## src/rtl/trigger_delay_pkg.sv

```systemverilog
// Shared definitions for the trigger delay sequencer.
// Provides the 2-bit edge-type codes driven to the CDC edge detector and
// the sequencer state enumeration.
package trigger_delay_pkg;

  localparam logic [1:0] EDGE_NONE    = 2'b00;
  localparam logic [1:0] EDGE_RISING  = 2'b01;
  localparam logic [1:0] EDGE_FALLING = 2'b10;
  localparam logic [1:0] EDGE_BOTH    = 2'b11;

  typedef enum logic [2:0] {
    StIdle  = 3'd0,
    StArmed = 3'd1,
    StDelay = 3'd2,
    StPulse = 3'd3,
    StDone  = 3'd4
  } td_state_t;

endpackage

```

## src/rtl/td_down_counter.sv

```systemverilog
// Loadable down-counter with zero flag. Load has priority over enable and
// the count holds at zero instead of wrapping.
// Ports:
//   i_clk, i_rst_n  clock, asynchronous active-low reset
//   i_load          load i_load_val on the next edge
//   i_load_val      value to load
//   i_en            decrement by one (ignored at zero)
//   o_zero          count == 0
module td_down_counter #(
  parameter int unsigned W = 16
) (
  input  logic         i_clk,
  input  logic         i_rst_n,
  input  logic         i_load,
  input  logic [W-1:0] i_load_val,
  input  logic         i_en,
  output logic         o_zero
);

  logic [W-1:0] r_count;

  always_ff @(posedge i_clk or negedge i_rst_n) begin
    if (!i_rst_n) begin
      r_count <= '0;
    end else if (i_load) begin
      r_count <= i_load_val;
    end else if (i_en && (r_count != '0)) begin
      r_count <= r_count - W'(1);
    end
  end

  assign o_zero = (r_count == '0);

endmodule

```

## src/rtl/trigger_delay_sequencer.sv

```systemverilog
// Trigger delay sequencer: configures one edge-detector channel, counts N
// qualifying edge pulses, waits a programmed delay and then drives a trigger
// pulse of programmed width.
// Ports:
//   i_clk, i_rst_n     clock, asynchronous active-low reset
//   i_arm / i_disarm   1-cycle strobes; disarm wins over everything
//   i_cfg_*            configuration, latched into shadow regs on arm
//   i_edge_pulse       synchronous pulse from the edge detector
//   o_det_edge_type    edge type driven to the detector
//   o_trig_out         registered trigger output
//   o_armed/o_busy/o_done  state decodes (ARMED, DELAY|PULSE, DONE)
//   o_missed_edges     saturating count of edges seen in DELAY/PULSE
module trigger_delay_sequencer
  import trigger_delay_pkg::*;
#(
  parameter int unsigned CNT_W   = 16,
  parameter int unsigned DELAY_W = 32,
  parameter int unsigned WIDTH_W = 16,
  parameter int unsigned MISS_W  = 8
) (
  input  logic               i_clk,
  input  logic               i_rst_n,
  input  logic               i_arm,
  input  logic               i_disarm,
  input  logic [1:0]         i_cfg_edge_type,
  input  logic [CNT_W-1:0]   i_cfg_edge_count,
  input  logic [DELAY_W-1:0] i_cfg_delay,
  input  logic [WIDTH_W-1:0] i_cfg_width,
  input  logic               i_cfg_one_shot,
  input  logic               i_edge_pulse,
  output logic [1:0]         o_det_edge_type,
  output logic               o_trig_out,
  output logic               o_armed,
  output logic               o_busy,
  output logic               o_done,
  output logic [MISS_W-1:0]  o_missed_edges
);

  td_state_t r_state, w_state_nxt;

  // Shadow configuration
  logic [1:0]         r_edge_type;
  logic [CNT_W-1:0]   r_cnt_cfg;
  logic [DELAY_W-1:0] r_delay_cfg;
  logic [WIDTH_W-1:0] r_width_cfg;
  logic               r_one_shot;

  logic [CNT_W-1:0]   r_edge_cnt;
  logic [MISS_W-1:0]  r_missed;
  logic               r_trig_out;

  logic               w_arm_ok;
  logic               w_busy;
  logic               w_dly_load, w_dly_en, w_dly_zero;
  logic               w_wid_load, w_wid_en, w_wid_zero;
  logic [DELAY_W-1:0] w_dly_load_val;
  logic [WIDTH_W-1:0] w_wid_load_val;
  logic [CNT_W-1:0]   w_cnt_reload;

  assign w_arm_ok = i_arm && !i_disarm && ((r_state == StIdle) || (r_state == StDone));
  assign w_busy   = (r_state == StDelay) || (r_state == StPulse);

  // Counters hold value-1; a zero configuration behaves like one.
  assign w_dly_load_val = r_delay_cfg - DELAY_W'(1);
  assign w_wid_load_val = (r_width_cfg == '0) ? '0 : r_width_cfg - WIDTH_W'(1);
  assign w_cnt_reload   = (r_cnt_cfg == '0) ? '0 : r_cnt_cfg - CNT_W'(1);

  always_comb begin
    w_state_nxt = r_state;
    w_dly_load  = 1'b0;
    w_dly_en    = 1'b0;
    w_wid_load  = 1'b0;
    w_wid_en    = 1'b0;
    if (i_disarm) begin
      w_state_nxt = StIdle;
    end else begin
      unique case (r_state)
        StIdle, StDone: begin
          if (i_arm) w_state_nxt = StArmed;
        end
        StArmed: begin
          if (i_edge_pulse && (r_edge_cnt == '0)) begin
            if (r_delay_cfg == '0) begin
              w_state_nxt = StPulse;
              w_wid_load  = 1'b1;
            end else begin
              w_state_nxt = StDelay;
              w_dly_load  = 1'b1;
            end
          end
        end
        StDelay: begin
          if (w_dly_zero) begin
            w_state_nxt = StPulse;
            w_wid_load  = 1'b1;
          end else begin
            w_dly_en = 1'b1;
          end
        end
        StPulse: begin
          if (w_wid_zero) begin
            w_state_nxt = r_one_shot ? StDone : StArmed;
          end else begin
            w_wid_en = 1'b1;
          end
        end
        default: w_state_nxt = StIdle;
      endcase
    end
  end

  always_ff @(posedge i_clk or negedge i_rst_n) begin
    if (!i_rst_n) begin
      r_state     <= StIdle;
      r_trig_out  <= 1'b0;
      r_edge_type <= EDGE_NONE;
      r_cnt_cfg   <= '0;
      r_delay_cfg <= '0;
      r_width_cfg <= '0;
      r_one_shot  <= 1'b0;
      r_edge_cnt  <= '0;
      r_missed    <= '0;
    end else begin
      r_state    <= w_state_nxt;
      // Registered copy of "in PULSE" so the pin is glitch-free.
      r_trig_out <= (w_state_nxt == StPulse);

      if (w_arm_ok) begin
        r_edge_type <= i_cfg_edge_type;
        r_cnt_cfg   <= i_cfg_edge_count;
        r_delay_cfg <= i_cfg_delay;
        r_width_cfg <= i_cfg_width;
        r_one_shot  <= i_cfg_one_shot;
        r_edge_cnt  <= (i_cfg_edge_count == '0) ? '0 : i_cfg_edge_count - CNT_W'(1);
      end else if (!i_disarm && (r_state == StPulse) && (w_state_nxt == StArmed)) begin
        r_edge_cnt <= w_cnt_reload;
      end else if (!i_disarm && (r_state == StArmed) && i_edge_pulse &&
                   (r_edge_cnt != '0)) begin
        r_edge_cnt <= r_edge_cnt - CNT_W'(1);
      end

      if (w_arm_ok) begin
        r_missed <= '0;
      end else if (w_busy && i_edge_pulse && (r_missed != '1)) begin
        r_missed <= r_missed + MISS_W'(1);
      end
    end
  end

  td_down_counter #(
    .W(DELAY_W)
  ) u_delay_cnt (
    .i_clk      (i_clk),
    .i_rst_n    (i_rst_n),
    .i_load     (w_dly_load),
    .i_load_val (w_dly_load_val),
    .i_en       (w_dly_en),
    .o_zero     (w_dly_zero)
  );

  td_down_counter #(
    .W(WIDTH_W)
  ) u_width_cnt (
    .i_clk      (i_clk),
    .i_rst_n    (i_rst_n),
    .i_load     (w_wid_load),
    .i_load_val (w_wid_load_val),
    .i_en       (w_wid_en),
    .o_zero     (w_wid_zero)
  );

  assign o_trig_out      = r_trig_out;
  assign o_armed         = (r_state == StArmed);
  assign o_busy          = w_busy;
  assign o_done          = (r_state == StDone);
  assign o_det_edge_type = ((r_state == StArmed) || w_busy) ? r_edge_type : EDGE_NONE;
  assign o_missed_edges  = r_missed;

endmodule

```

## config.mk

```make
export PLATFORM = sky130hd
export DESIGN_NAME = trigger_delay_sequencer
export DESIGN_NICKNAME = d
export VERILOG_FILES = /design/src/rtl/trigger_delay_pkg.sv /design/src/rtl/td_down_counter.sv /design/src/rtl/trigger_delay_sequencer.sv
export SDC_FILE = /design/constraint.sdc
export NUM_CORES = 1
export LEC_CHECK = 0
export BUFFER_PORTS_ARGS = -buffer_cell sky130_fd_sc_hd__buf_2
export CAP_MARGIN = 20
export CORE_MARGIN = 10
export CORE_UTILIZATION = 65
export CTS_BUF_LIST = sky130_fd_sc_hd__clkbuf_8
export DETAILED_ROUTE_END_ITERATION = 10
export GPL_TIMING_DRIVEN = 0
export PLACE_DENSITY = 0.85
export SLEW_MARGIN = 20
export SYNTH_ARGS = -nofsm -noshare
export SYNTH_HDL_FRONTEND = slang
export SYNTH_SLANG_ARGS = --single-unit
export TNS_END_PERCENT = 20
```

## constraint.sdc

```tcl
create_clock -name i_clk -period 9.2 [get_ports i_clk]
set_input_delay 0 -clock i_clk [delete_from_list [all_inputs] [get_ports i_clk]]
set_output_delay 0 -clock i_clk [all_outputs]
set_load 0.05 [all_outputs]
```

# Yosys cells after proc, flatten, opt, wreduce, memory -nomap -nowiden
# Index checks and enable logic that the tools add are counted.
# totals
ff_bits	143
in_bits	72
wordCells	94
# classes
addsub	8
n_eq_ne	7
mux	36
reduce_logical	32
# ops
cell	count
16-bit two-way mux	8
16-bit zero test	5
16-bit by 1-bit subtractor with 16-bit output (second input constant)	5
32-bit zero test	2
32-bit two-way mux	2
32-bit by 1-bit subtractor with 32-bit output (second input constant)	2
16-bit nonzero test	2
32-bit nonzero test	1
3-bit two-way mux	6
8-bit two-way mux	2
1-bit two-way mux	15
1-bit logical AND	12
3-bit one-hot mux with 4 select lines	1
3-bit by 2-bit equality test with 1-bit output (second input constant)	3
8-bit by 1-bit adder with 8-bit output (second input constant)	1
8-bit != test (second input constant)	1
3-bit by 1-bit equality test with 1-bit output (second input constant)	2
2-bit nonzero test	3
3-bit equality test (second input constant)	1
3-bit zero test	1
1-bit logical OR	3
3-bit nonzero test	1
2-bit two-way mux	1
1-bit one-hot mux with 2 select lines	1
other kinds (2)	2

# Depth between registers and ports, before layout
# logic_depth
ltp_word	9
mapped_depth	20

# Modules after synthesis
# A second synthesis with hierarchy kept.
# hier_totals
cells_unflattened	1094
area_unflattened_um2	8973.6
# modules_own_cells
module	instances	cells_per_inst	area_each_um2	seq_area_each_um2
trigger_delay_sequencer	1	736	5843.1	2377.3
td_down_counter at u_delay_cnt	1	234	2067.0	800.8
td_down_counter at u_width_cnt	1	124	1063.5	400.4

# Least setup slack after synthesis
# No wires, ideal clock.
# synth_timing
path_type	reg-to-reg
from	register r_delay_cfg[12]
to	register u_delay_cnt.r_count[26]
setup_ns	0.128
arrival_time_ns	3.731
t_required_ns	9.072
slack_ns	5.342
path_stages_with_launch	18
path_buffers	4
cell_sequence	dfrtp_1 or4_4 or3_4 or3_4 buf_6 nand2_4 buf_4 buf_2 mux2i_1 ha_1 nand3b_1 nor3_1 o21ai_1 a2bb2o_1 buf_2 nor3b_2 xnor2_1 mux2i_1
# synth_via
elab_chain_cells	6
word_cells_on_any_way	8
# synth_lines
item	line_no	rtl
start: declaration	trigger_delay_sequencer.sv:44	logic [DELAY_W-1:0] r_delay_cfg;
start signal: assignment	trigger_delay_sequencer.sv:131	r_delay_cfg <= i_cfg_delay;
parallel branches: the longest is 6 deep, another holds 32-bit by 1-bit subtractor with 32-bit output	--	
end signal: assignment	td_down_counter.sv:26	r_count <= i_load_val;
end signal: assignment	td_down_counter.sv:28	r_count <= r_count - W'(1);
end: declaration	td_down_counter.sv:20	logic [W-1:0] r_count;
# Several ways; the timed one is not identified.
# A chain may end at the register's enable or synchronous reset.

# Final worst setup path
# layout_timing
from	register r_delay_cfg[25]
to	register u_delay_cnt.r_count[20]
# layout_via
elab_chain_cells	6
word_cells_on_any_way	7
# layout_lines
item	line_no	rtl
32-bit zero test (*)	trigger_delay_sequencer.sv:83	if (r_delay_cfg == '0) begin
1-bit two-way mux (*)	trigger_delay_sequencer.sv:83	
1-bit two-way mux (*)	trigger_delay_sequencer.sv:82	if (i_edge_pulse && (r_edge_cnt == '0)) begin
1-bit two-way mux (*)	trigger_delay_sequencer.sv:77	unique case (r_state)
1-bit two-way mux (*)	trigger_delay_sequencer.sv:74	if (i_disarm) begin
32-bit two-way mux or 2-bit nonzero test (tied branches)	--	
# Every way passes the cells marked *; elsewhere a longest branch is shown, timed or not.

==> qor.yml <==
yosys:
  synthTopCellsByCount: "nand2_1 (261), dfrtp_1 (143), nor2_1 (104)"
  syn_inst: 1123
  synth_area_leaders: "dfrtp_1 (39%), nand2_1 (11%), xor2_1 (5.1%)"
  synth-edff-count: 0
  yosysMostFrequentCell: "nand2_1"
  synth_fp_nets: 1204
  ys_seq_elements: 143
  synth.largest_area_cell: "dfrtp_1"
  synthXorXnorAreaFrac: 0.0947
  ys_warn_count: 0
  yosysUniqueCellTypes: 76
  synth_compound_area_frac: 0.139
  ys.flop_type: "dfrtp_1"
  syn_area_sq_um: 9160
  avgSynthCellArea_sq_um: 8.16
  seq_area_frac_synth: 0.391
  synth-simple-area-share: 0.306
  synth_top_family_by_area: "simple AND/OR/NAND/NOR gates"
  synth-async-reset-ratio: 1.00
  yosys.area.top_type_share: 0.391
  synthAdderAreaFrac: 0.0123
  synthMuxAreaShare: 0.0236
clocking:
  clkTransAtPathRegs_ps: 80
  cts_inserted_buffers: 17
  clock_latency_ps: 490
  post_cts_resized: 0
  htree_num_levels: 4
  clk_path_buf_depth: 2
  cts_tree: "done"
  cts_root_buffer: "clkbuf_8"
  cts_sinks: 143
  post_cts_buffers: 0
sta:
  max_freq_ghz: 0.205
  finalCriticalPeriod_ps: 4890
  drv_slew: 0
  final.period_utilization: 0.531
  finalSetupViolations: 0
  relSlewSlack: 0.399
  tns_ps: 0
  worst_slack_ps: 4310
  final-hold-violation-count: 0
  tightest_slew_ps: 893
  rsz0062_at_grt: "false"
  skew_ps: 18.2
cells_and_area:
  instances_no_fill: 1489
  area_growth_pct: 19.2
  n_antenna_cell: 0
  finalInstanceArea_sq_um: 10900
  drive_gt1_frac: 0.129
  nets: 1379
hold_path:
  hold_path_class: "in -> async"
setup_path:
  crit_required_ps: 9600
  critPathArrivalTime_ps: 5290
  critical_path_class: "reg -> reg"
  crit_fanout: 10
  r2r_start: "r_delay_cfg[25]$_DFFE_PN0P_"
  cp-end-kind: "register"
  worst_setup_path_start_kind: "register"
  cp-startpoint: "r_delay_cfg[25]$_DFFE_PN0P_"
run_status:
  status: "finished clean"
placed_design:
  dp_slack_ps: 4440
  port_buffers: 85
  place_congestion: 0.976
  hpwl_um: 18900
  placed_area_sq_um: 9860
  place_inst: 1390
global_route:
  grt_pass1_wl_um: 46300
  antenna_found_initial: 0
  grt_usage: 0.288
  grt_max_degree: 84
  grt_pass1_vias: 9174
  grt.overflow.total: 0
drt:
  drt-total-wl_um: 28500
  first_pass_iters: 6
  via_count: 9303
  drt_iter0_markers: 1250
  wl_per_cell_um: 19.1
  avgViaCountPerCell: 6.25
  ant_nets: 0
  drc_errors: 0
die:
  dieArea_sq_um: 19200
  core_sq_um: 13800
  die_w_um: 139
  initial_core_util: 0.662
  num_io_pins: 86
  die_y_um: 139
  rows: 43
power:
  leakagePower_uw: 0.00486
  vdd_ir_drop_max_uv: 109
  power_uw: 1760
  powerDensity_nw_per_um2: 161
run:
  drv_cap: 0
[worst max-delay path: stages, from the launching register on]
cell and delay, ps:
dfrtp_1 440, nor4_1 740, nand4_1 300, or3_4 490, buf_6 170, nand2_4 130, buf_4 220, buf_2 340
mux2i_1 240, ha_1 270, nand3b_1 170, nor3_1 170, o21ai_1 130, a32oi_2 490, nand3_1 170, xor2_1 170
a21oi_1 150
[registers in the layout, indices dropped and copies added, names as in the netlist]
signal,flops
r_edge_type,2
r_edge_cnt,16
o_missed_edges,8
r_cnt_cfg,16
u_delay_cnt.r_count,32
o_trig_out,1
r_width_cfg,16
r_one_shot,1
u_width_cnt.r_count,16
r_delay_cfg,32
r_state,3
[cell families after synthesis]
kind of cell	count (synthesis)
fa+ha+maj	9
xor+xnor	99
flops	143
mux	21
buf+inv	70
simple gates	588
compound gates	193
[worst paths after layout]
kind	slack (ps)	end	cells past startpoint
worst max register to register	4310	u_delay_cnt.r_count[20]$_DFFE_PN0P_	16
worst min register to register	490	u_width_cnt.r_count[15]$_DFFE_PN0P_	2
max in group asynchronous	8390	r_one_shot$_DFFE_PN0P_	3
worst min-delay path	40	u_delay_cnt.r_count[19]$_DFFE_PN0P_	2
worst max-delay path	4310	u_delay_cnt.r_count[20]$_DFFE_PN0P_	16
min in group i_clk	70	r_state[1]$_DFF_PN0_	4
[cells in the final DEF, fill, tap and decap left out, types with 29 or more instances in the layout]
master	count
xnor2_1	46
dlygate4sd3_1	69
nor2_1	104
clkbuf_1	29
nand3_1	35
dfrtp_1	143
nor3_1	47
a21oi_1	52
o21ai_0	35
buf_2	98
nand2_1	261
xor2_1	53
[per-stage QoR]
| stage | hold WS [ps] | utilization |
|---|---|---|
| global route | 72.3 | 0.790 |
| global placement | 189 | 0.710 |
| CTS | 54.9 | 0.790 |
| floorplan | -296 | - |
| detailed placement | -31.6 | 0.713 |
| finish | 39.5 | 0.790 |
[area by class of cell]
class / instances / area (sq um)
timing repair buffer: 156 / 1160
fill: 945 / 2910
buffer: 49 / 231
multi-input combinational: 910 / 5280
clock inverter: 10 / 90.1
sequential: 143 / 3580
tap: 180 / 225
inverter: 21 / 78.8
clock buffer: 20 / 275
[timing repair]
action,in CTS,in global routing
hold buffers,69,0
setup endpoints to repair,0,0
hold endpoints to repair,218,0
[per-layer routing]
layer  track usage  wire, um  share of wire  vias up
li1              -         -              -     4287
met1         0.346     11300           0.40     4387
met2         0.492     14000           0.49      531
met3        0.0671      2360          0.083       98
met4         0.108       827          0.029        0
met5             0         0              0        -
[where the power goes]
group | internal, uW | switching, uW | total [uW]
Sequential | 714 | 126 | 841
Combinational | 193 | 236 | 429
Clock | 231 | 256 | 487
Note: power is estimated with default switching activity, not from simulation.
